--- src/rtl/output_arbiter.sv ---
// Per-output wormhole arbiter: round-robin header arbitration, HEADER..TAIL lock,
// ack steering back to the winner, and a sticky stall watchdog.
module output_arbiter #(
  parameter int PORTS   = 4,
  parameter int TIMEOUT = 0,
  parameter int CW      = 16
) (
  input  logic                     clk,
  input  logic                     rst,
  input  logic [PORTS-1:0]         req,
  input  logic [PORTS-1:0]         valid,
  input  logic [PORTS-1:0]         hdr,
  input  logic [PORTS-1:0]         tail,
  input  logic                     ack_down,
  output logic [PORTS-1:0]         grant,
  output logic [$clog2(PORTS)-1:0] grant_idx,
  output logic [PORTS-1:0]         ack_up,
  output logic                     locked,
  output logic                     stall_err
);

  localparam int IW = $clog2(PORTS);
  localparam logic [0:0] ST_IDLE   = 1'b0;
  localparam logic [0:0] ST_LOCKED = 1'b1;

  logic [0:0]    r_state;
  logic [IW-1:0] r_ptr;
  logic [IW-1:0] r_owner;
  logic [CW-1:0] r_cnt;
  logic          r_stall;

  logic [PORTS-1:0] w_elig;
  logic [IW-1:0]    w_cand;
  logic [IW-1:0]    w_win_idx;
  logic             w_win_any;
  logic [IW-1:0]    w_sel_idx;
  logic             w_sel_any;
  logic [PORTS-1:0] w_onehot;
  logic             w_hdr_acc;
  logic             w_own_acc;
  logic             w_own_tail;
  logic [CW-1:0]    w_cnt_nxt;

  function automatic logic [IW-1:0] inc_idx(input logic [IW-1:0] i);
    return IW'((int'(i) + 1) % PORTS);
  endfunction

  assign w_elig = req & valid & hdr;

  // Scan from the lowest priority upward so the first eligible input after ptr wins last.
  always_comb begin
    w_win_any = 1'b0;
    w_win_idx = {IW{1'b0}};
    w_cand    = {IW{1'b0}};
    for (int k = PORTS - 1; k >= 0; k--) begin
      w_cand    = IW'((int'(r_ptr) + k) % PORTS);
      w_win_idx = w_elig[w_cand] ? w_cand : w_win_idx;
      w_win_any = w_win_any | w_elig[w_cand];
    end
  end

  assign w_sel_idx  = (r_state == ST_LOCKED) ? r_owner : w_win_idx;
  assign w_sel_any  = (r_state == ST_LOCKED) | w_win_any;
  assign w_onehot   = {{(PORTS-1){1'b0}}, 1'b1} << w_sel_idx;
  assign w_hdr_acc  = (r_state == ST_IDLE) & w_win_any & ack_down;
  assign w_own_acc  = valid[r_owner] & ack_down;
  assign w_own_tail = w_own_acc & tail[r_owner];

  // Outputs are gated by rst so nothing leaks while the combinational IDLE path sees inputs.
  assign grant     = (w_sel_any && !rst) ? w_onehot : {PORTS{1'b0}};
  assign grant_idx = (w_sel_any && !rst) ? w_sel_idx : {IW{1'b0}};
  assign ack_up    = grant & {PORTS{ack_down}};
  assign locked    = (r_state == ST_LOCKED) && !rst;
  assign stall_err = r_stall;

  always_ff @(posedge clk or posedge rst) begin
    if (rst) begin
      r_state <= ST_IDLE;
      r_ptr   <= {IW{1'b0}};
      r_owner <= {IW{1'b0}};
    end else begin
      case (r_state)
        ST_IDLE: begin
          if (w_hdr_acc) begin
            if (tail[w_win_idx]) begin
              r_ptr <= inc_idx(w_win_idx);
            end else begin
              r_state <= ST_LOCKED;
              r_owner <= w_win_idx;
            end
          end
        end
        ST_LOCKED: begin
          if (w_own_tail) begin
            r_state <= ST_IDLE;
            r_ptr   <= inc_idx(r_owner);
          end
        end
        default: r_state <= ST_IDLE;
      endcase
    end
  end

  // Watchdog counts idle cycles of a held lock; any accepted owner flit restarts it.
  always_comb begin
    w_cnt_nxt = {CW{1'b0}};
    if (TIMEOUT != 0 && r_state == ST_LOCKED && !w_own_acc) begin
      w_cnt_nxt = (r_cnt == {CW{1'b1}}) ? r_cnt : r_cnt + {{(CW-1){1'b0}}, 1'b1};
    end else begin
      w_cnt_nxt = {CW{1'b0}};
    end
  end

  always_ff @(posedge clk or posedge rst) begin
    if (rst) begin
      r_cnt   <= {CW{1'b0}};
      r_stall <= 1'b0;
    end else begin
      r_cnt <= w_cnt_nxt;
      if (TIMEOUT != 0 && w_cnt_nxt == CW'(TIMEOUT)) begin
        r_stall <= 1'b1;
      end
    end
  end

endmodule

--- config.mk ---
export PLATFORM = sky130hd
export DESIGN_NAME = output_arbiter
export DESIGN_NICKNAME = d
export VERILOG_FILES = /design/src/rtl/output_arbiter.sv
export SDC_FILE = /design/constraint.sdc
export NUM_CORES = 1
export LEC_CHECK = 0
export CAP_MARGIN = 10
export CELL_PAD_IN_SITES_DETAIL_PLACEMENT = 0
export CELL_PAD_IN_SITES_GLOBAL_PLACEMENT = 1
export CORE_ASPECT_RATIO = 0.75
export CORE_MARGIN = 1
export CORE_UTILIZATION = 26
export DETAILED_ROUTE_END_ITERATION = 8
export HOLD_SLACK_MARGIN = 0.08
export PLACE_DENSITY_LB_ADDON = 0.1
export SYNTH_ARGS = -nofsm -noshare
export SYNTH_HDL_FRONTEND = slang
export SYNTH_SLANG_ARGS = --single-unit
export TNS_END_PERCENT = 30
--- constraint.sdc ---
create_clock -name clk -period 2.6 [get_ports clk]
set_input_delay 0.52 -clock clk [delete_from_list [all_inputs] [get_ports clk]]
set_output_delay 0.52 -clock clk [all_outputs]
set_load 0.02 [all_outputs]
# --- Yosys cells after proc, flatten, opt, wreduce, memory -nomap -nowiden ---
# Cells that the tools add are included.
totals:
  regBits: 5
  latch_bits: 0
  ramBits: 0
  mem_bits_ro: 0
  inputBits: 19
  wordCells: 65
  memories: 0
op_classes:
  n_addsub: 5
  multipliers: 0
  div: 0
  order_cmp: 6
  eq_ne: 3
  shift: 1
  mux: 29
  bitwise: 13
  reduce_logical: 5
ops:
  columns: ["op", "count"]
  rows:
  - ["less-than comparator 2 x 3 -> 1 bit (second input constant)", 6]
  - ["2-to-1 mux 2 bit", 9]
  - ["binary-select mux 1 bit (select 2 bit)", 7]
  - ["AND 4 bit", 3]
  - ["2-to-1 mux 1 bit", 10]
  - ["adder 2 x 1 -> 2 bit (second input constant)", 3]
  - ["AND reduction 3 bit", 2]
  - ["adder 2 bit (second input constant)", 2]
  - ["AND 1 bit", 4]
  - ["2-to-1 mux 4 bit", 1]
  - ["!= test 2 x 1 -> 1 bit (second input constant)", 2]
  - ["OR 1 bit", 4]
  - ["case mux 2 bit (2 select lines)", 1]
  - ["left shift 1 x 2 -> 4 bit (first input constant)", 1]
  - ["logical AND 1 bit", 2]
  - ["!= test 2 bit (second input constant)", 1]
  - ["NOT 1 bit", 2]
  - ["case mux 1 bit (2 select lines)", 1]
  - ["zero test 1 bit", 1]

# --- Logic depth before layout (Yosys ltp) ---
# Gate-level depths: netlist of run 1.
depth:
  ltp_word: 13
  depth_mapped: 8
  ltp_nobuf: 8

# --- Least setup slack after synthesis of run 1 ---
# OpenSTA, ideal clock, no wires.
synth_path:
  kind: "input to output"
  start: "in hdr[3]"
  end: "out ack_up[1]"
  arrival_time_ns: 1.887
  required_ns: 2.080
  setup_slack_ns: 0.193
  stages: 8
  cell_sequence: "and3_1 o221ai_1 a22o_1 nor2_1 a21oi_1 inv_1 ha_1 and3_1"
synth_via:
  elab_chain_cells: 11
  word_cells_on_any_way: 22
synth_lines:
  columns: ["item", "line_no", "rtl"]
  rows:
  - ["start, declared", "12", "input logic [PORTS-1:0] hdr,"]
  - ["AND 4 bit (*)", "48", "assign w_elig = req & valid & hdr;"]
  - ["binary-select mux 1 bit (select 2 bit)", "57, 58", null]
  - ["2-to-1 mux 1 bit (not written as such)", "57, 58", null]
  - ["2-to-1 mux 2 bit (4 in a row)", "57", "w_win_idx = w_elig[w_cand] ? w_cand : w_win_idx;"]
  - ["2-to-1 mux 2 bit", "62", "assign w_sel_idx = (r_state == ST_LOCKED) ? r_owner : w_win_idx;"]
  - ["left shift 1 x 2 -> 4 bit", "64", "assign w_onehot = {{(PORTS-1){1'b0}}, 1'b1} << w_sel_idx;"]
  - ["2-to-1 mux 4 bit (*)", "70", "assign grant = (w_sel_any && !rst) ? w_onehot : {PORTS{1'b0}};"]
  - ["AND 4 bit (*)", "72", "assign ack_up = grant & {PORTS{ack_down}};"]
  - ["end, declared", "17", "output logic [PORTS-1:0] ack_up,"]
# Every way passes the cells marked *; elsewhere a longest branch is shown, timed or not. The select of a mux whose other input is x is not followed.

# --- Worst setup path after layout of run 1 ---
layout_path:
  start: "in req[3]"
  end: "out ack_up[1]"
layout_via:
  elab_chain_cells: 12
  word_cells_on_any_way: 23
layout_lines:
  columns: ["item", "line_no", "rtl"]
  rows:
  - ["start, declared", "10", "input logic [PORTS-1:0] req,"]
  - ["AND 4 bit (*) (2 in a row)", "48", null]
  - ["binary-select mux 1 bit (select 2 bit)", "57, 58", null]
  - ["2-to-1 mux 1 bit (not written as such)", "57, 58", null]
  - ["2-to-1 mux 2 bit (4 in a row)", "57", null]
  - ["2-to-1 mux 2 bit", "62", null]
  - ["left shift 1 x 2 -> 4 bit", "64", null]
  - ["2-to-1 mux 4 bit (*)", "70", null]
  - ["AND 4 bit (*)", "72", null]
# Marks and branches as above.

==> impl_metrics.yaml, run 1 <==
sta:
  min_period_ns: 2.59
  drv_slew: 0
  setup_ws_ns: 0.0114
  max_freq_mhz: 386
  fin_worst_skew_ns: 0.0100
  timing.final.crit_share_pct: 99.6
  setup_violations: 0
  hold_viol_final: 0
  rsz0062_at_grt: "yes"
placed_design:
  place_ws_ns: -0.915
  portBuffers: 29
  place_congestion: 0.811
  dpl.hpwl_um: 1560
critical_path:
  critPathKind: "primary input to primary output"
  rr_worst_depth: 9
  crit_fanout: 4
  slowest_delay_ns: 0.25
  crit_chain: "dlygate4sd2_1 -> and3_4 -> a211oi_4 -> a211oi_4 -> mux2i_4 -> buf_4 -> ha_2 -> and3_4 -> buf_6"
  critPathLaunchType: "primary input"
  worst_setup_path_end_kind: "primary output"
  crit_start: "req[3]"
  worstSetupPathDepth: 9
  path_buf_inv: 3
  r2r_start: "r_ptr[0]$_DFFE_PP0P_"
  crit_arrival_ns: 2.07
  cpLargestDelayFamily: "buffers and inverters"
  required_ns: 2.08
  cpMaxStageDelayCell: "dlygate4sd2_1"
global_routing:
  grt_use_total_pct: 17.3
  grt_pass1_vias: 709
  grt_pass1_wl_um: 3190
  antenna_found_initial: 0
  grt_start_max_net_pins: 9
  gr-total-overflow: 0
die:
  die_w_um: 57.3
  dieHeight_um: 43.5
  rows: 14
  die_area_um2: 2490
  top_level_ports: 31
  initial_core_util_pct: 28.6
  core_area_um2: 2080
synthesis:
  yosys.area.top_type: "dfrtp_1"
  yosys.cell_types.count: 29
  ys_warn_count: 1
  synth_ff_type: "dfrtp_1"
  synth_edf_count: 0
  avgSynthCellArea_um2: 8.16
  postSynthCellCount: 73
  synth_seq_area_share_pct: 21.0
  synth_area_leaders: "dfrtp_1 (21%), ha_1 (8.4%), mux2_2 (7.6%), and3_1 (6.3%), nand3_1 (5.9%)"
  netlist.area_leader.share_pct: 21.0
  ys_ff_latch: 5
  async_flop_share_pct: 100
  syn-num-nets: 96
  synthesis.area_um2: 596
clock_network:
  cts_buffers: 3
  htreeDepth: 1
  clockBufferDepth: 2
  cts_tree: "done"
  clkLatencyLatePin_ns: 0.25
  clock-root-buffer: "clkbuf_4"
  hold_buffers: 0
  cts_num_sinks: 5
  clk_pin_slew_worst_paths_ns: 0.05
job:
  maxCapViolations: 0
route:
  vias: 781
  drc: 4
  viasPerCell: 5.10
  routed_wl_um: 2160
  routedWlPerCell_um: 14.1
  drt_iter0_drc: 43
  antenna_left: 0
  dr.pass1.iters: 6
power:
  power.leakage_nw: 0.556
  powerDensity_nw_per_um2: 779
  power_mw: 0.925
  peakVddDrop_mv: 0.533
layout:
  fill_cells: 205
  area_delta_synth_final_pct: 99.4
  final_net_count: 153
  fin_util_pct: 57.0
  drive_above_1_share_pct: 54.3
  antennaDiodeCount: 0
run_status:
  status: "finished, violations left"
  violations: "DRC"
worst_hold_path:
  min_path_type: "primary input to asynchronous set/reset pin"
## synth_stat cells, types with 3 or more instances
master   number
ha_1          4
nand3_1       7
mux2_2        4
inv_1         7
dfrtp_1       5
nor2_1        5
o21ai_0       3
and3_1        6
and2_1        5
## worst paths after layout
check,end,slack [ns]
min in group clk,r_ptr[1]$_DFFE_PP0P_,0.65
max in group asynchronous,r_ptr[1]$_DFFE_PP0P_,1.78
min,r_state$_DFF_PP0_,0.64
max reg2reg,r_ptr[1]$_DFFE_PP0P_,0.09
min reg2reg,r_ptr[1]$_DFFE_PP0P_,0.65
max,ack_up[1],0.01
## registers in the layout, indices dropped and copies added, names as in the netlist
| name | cells |
|---|---|
| r_owner | 2 |
| r_ptr | 2 |
| r_state | 1 |
## worst min-delay path, cell delays in order
cell,delay [ns]
clkdlybuf4s50_1,0.42
buf_4,0.16
inv_1,0.15
## repair_timing
action	4_1_cts	5_1_grt
gates resized for setup	72	32
setup buffers	7	2
setup endpoints to repair	13	11
pin swaps	11	10
## layout make-up
type | instances | area (µm²) | area share [%]
inverters | 7 | 26.3 | 2.21
clock buffers | 4 | 26.3 | 2.21
multi-input cells | 60 | 549 | 46.3
flip-flops and latches | 5 | 125 | 10.5
well taps | 24 | 30.0 | 2.53
repair buffers | 53 | 430 | 36.2
## metal layers
layer	up-vias	global-route usage (%)	wire [µm]
li1	381	-	-
met1	381	24.8	1060
met2	19	26.8	1010
met3	0	3.58	84
met4	0	4.39	0
met5	-	0	0
## stage by stage
stage               cells  cell area (µm²)  hold WS, ns  TNS (ns)
floorplan              73              596        0.299         0
global placement      140             1020        0.625     -8.94
detailed placement    140             1020        0.621     -9.50
CTS                   151             1110        0.638  -0.00958
global route          153             1190        0.674    -0.306
finish                153             1190        0.645         0
## cell families (layout without fill, tap and decap cells)
logic type / after synthesis / count (layout) / synth area share [%]
simple gates: 32 / 32 / 29.4
compound gates: 16 / 16 / 21.4
buf+inv: 8 / 64 / 5.67
mux: 7 / 7 / 13.4
flops: 5 / 5 / 21.0
fa+ha+maj: 4 / 4 / 8.40
other cells: 1 / 1 / 0.630
## power by group
part           total, mW  switching [mW]  internal, mW
sequential         0.170          0.0566         0.113
clock             0.0916          0.0335        0.0581
combinational      0.663           0.305         0.358
## cells in the final DEF, fill, tap and decap left out, types with 5 or more instances in the layout
cell type and count:
clkbuf_2 5, inv_1 5, dfrtp_1 5, and2_1 5
clkdlybuf4s50_1 7, buf_4 25, buf_6 6
(Power assumes the default switching activity.)
==> inputs of run 2 (changes only) <==
ABC_CLOCK_PERIOD_IN_PS = 2600   (was default)
CORE_MARGIN = default   (was 1)
==> results of run 2 <==
The final DEF is identical to that of run 1; final timing and power are the same.
==> inputs of run 3 (changes only) <==
CTS_CLUSTER_DIAMETER = 80   (was default)
==> results of run 3 <==
The final DEF is identical to that of run 1; final timing and power are the same.
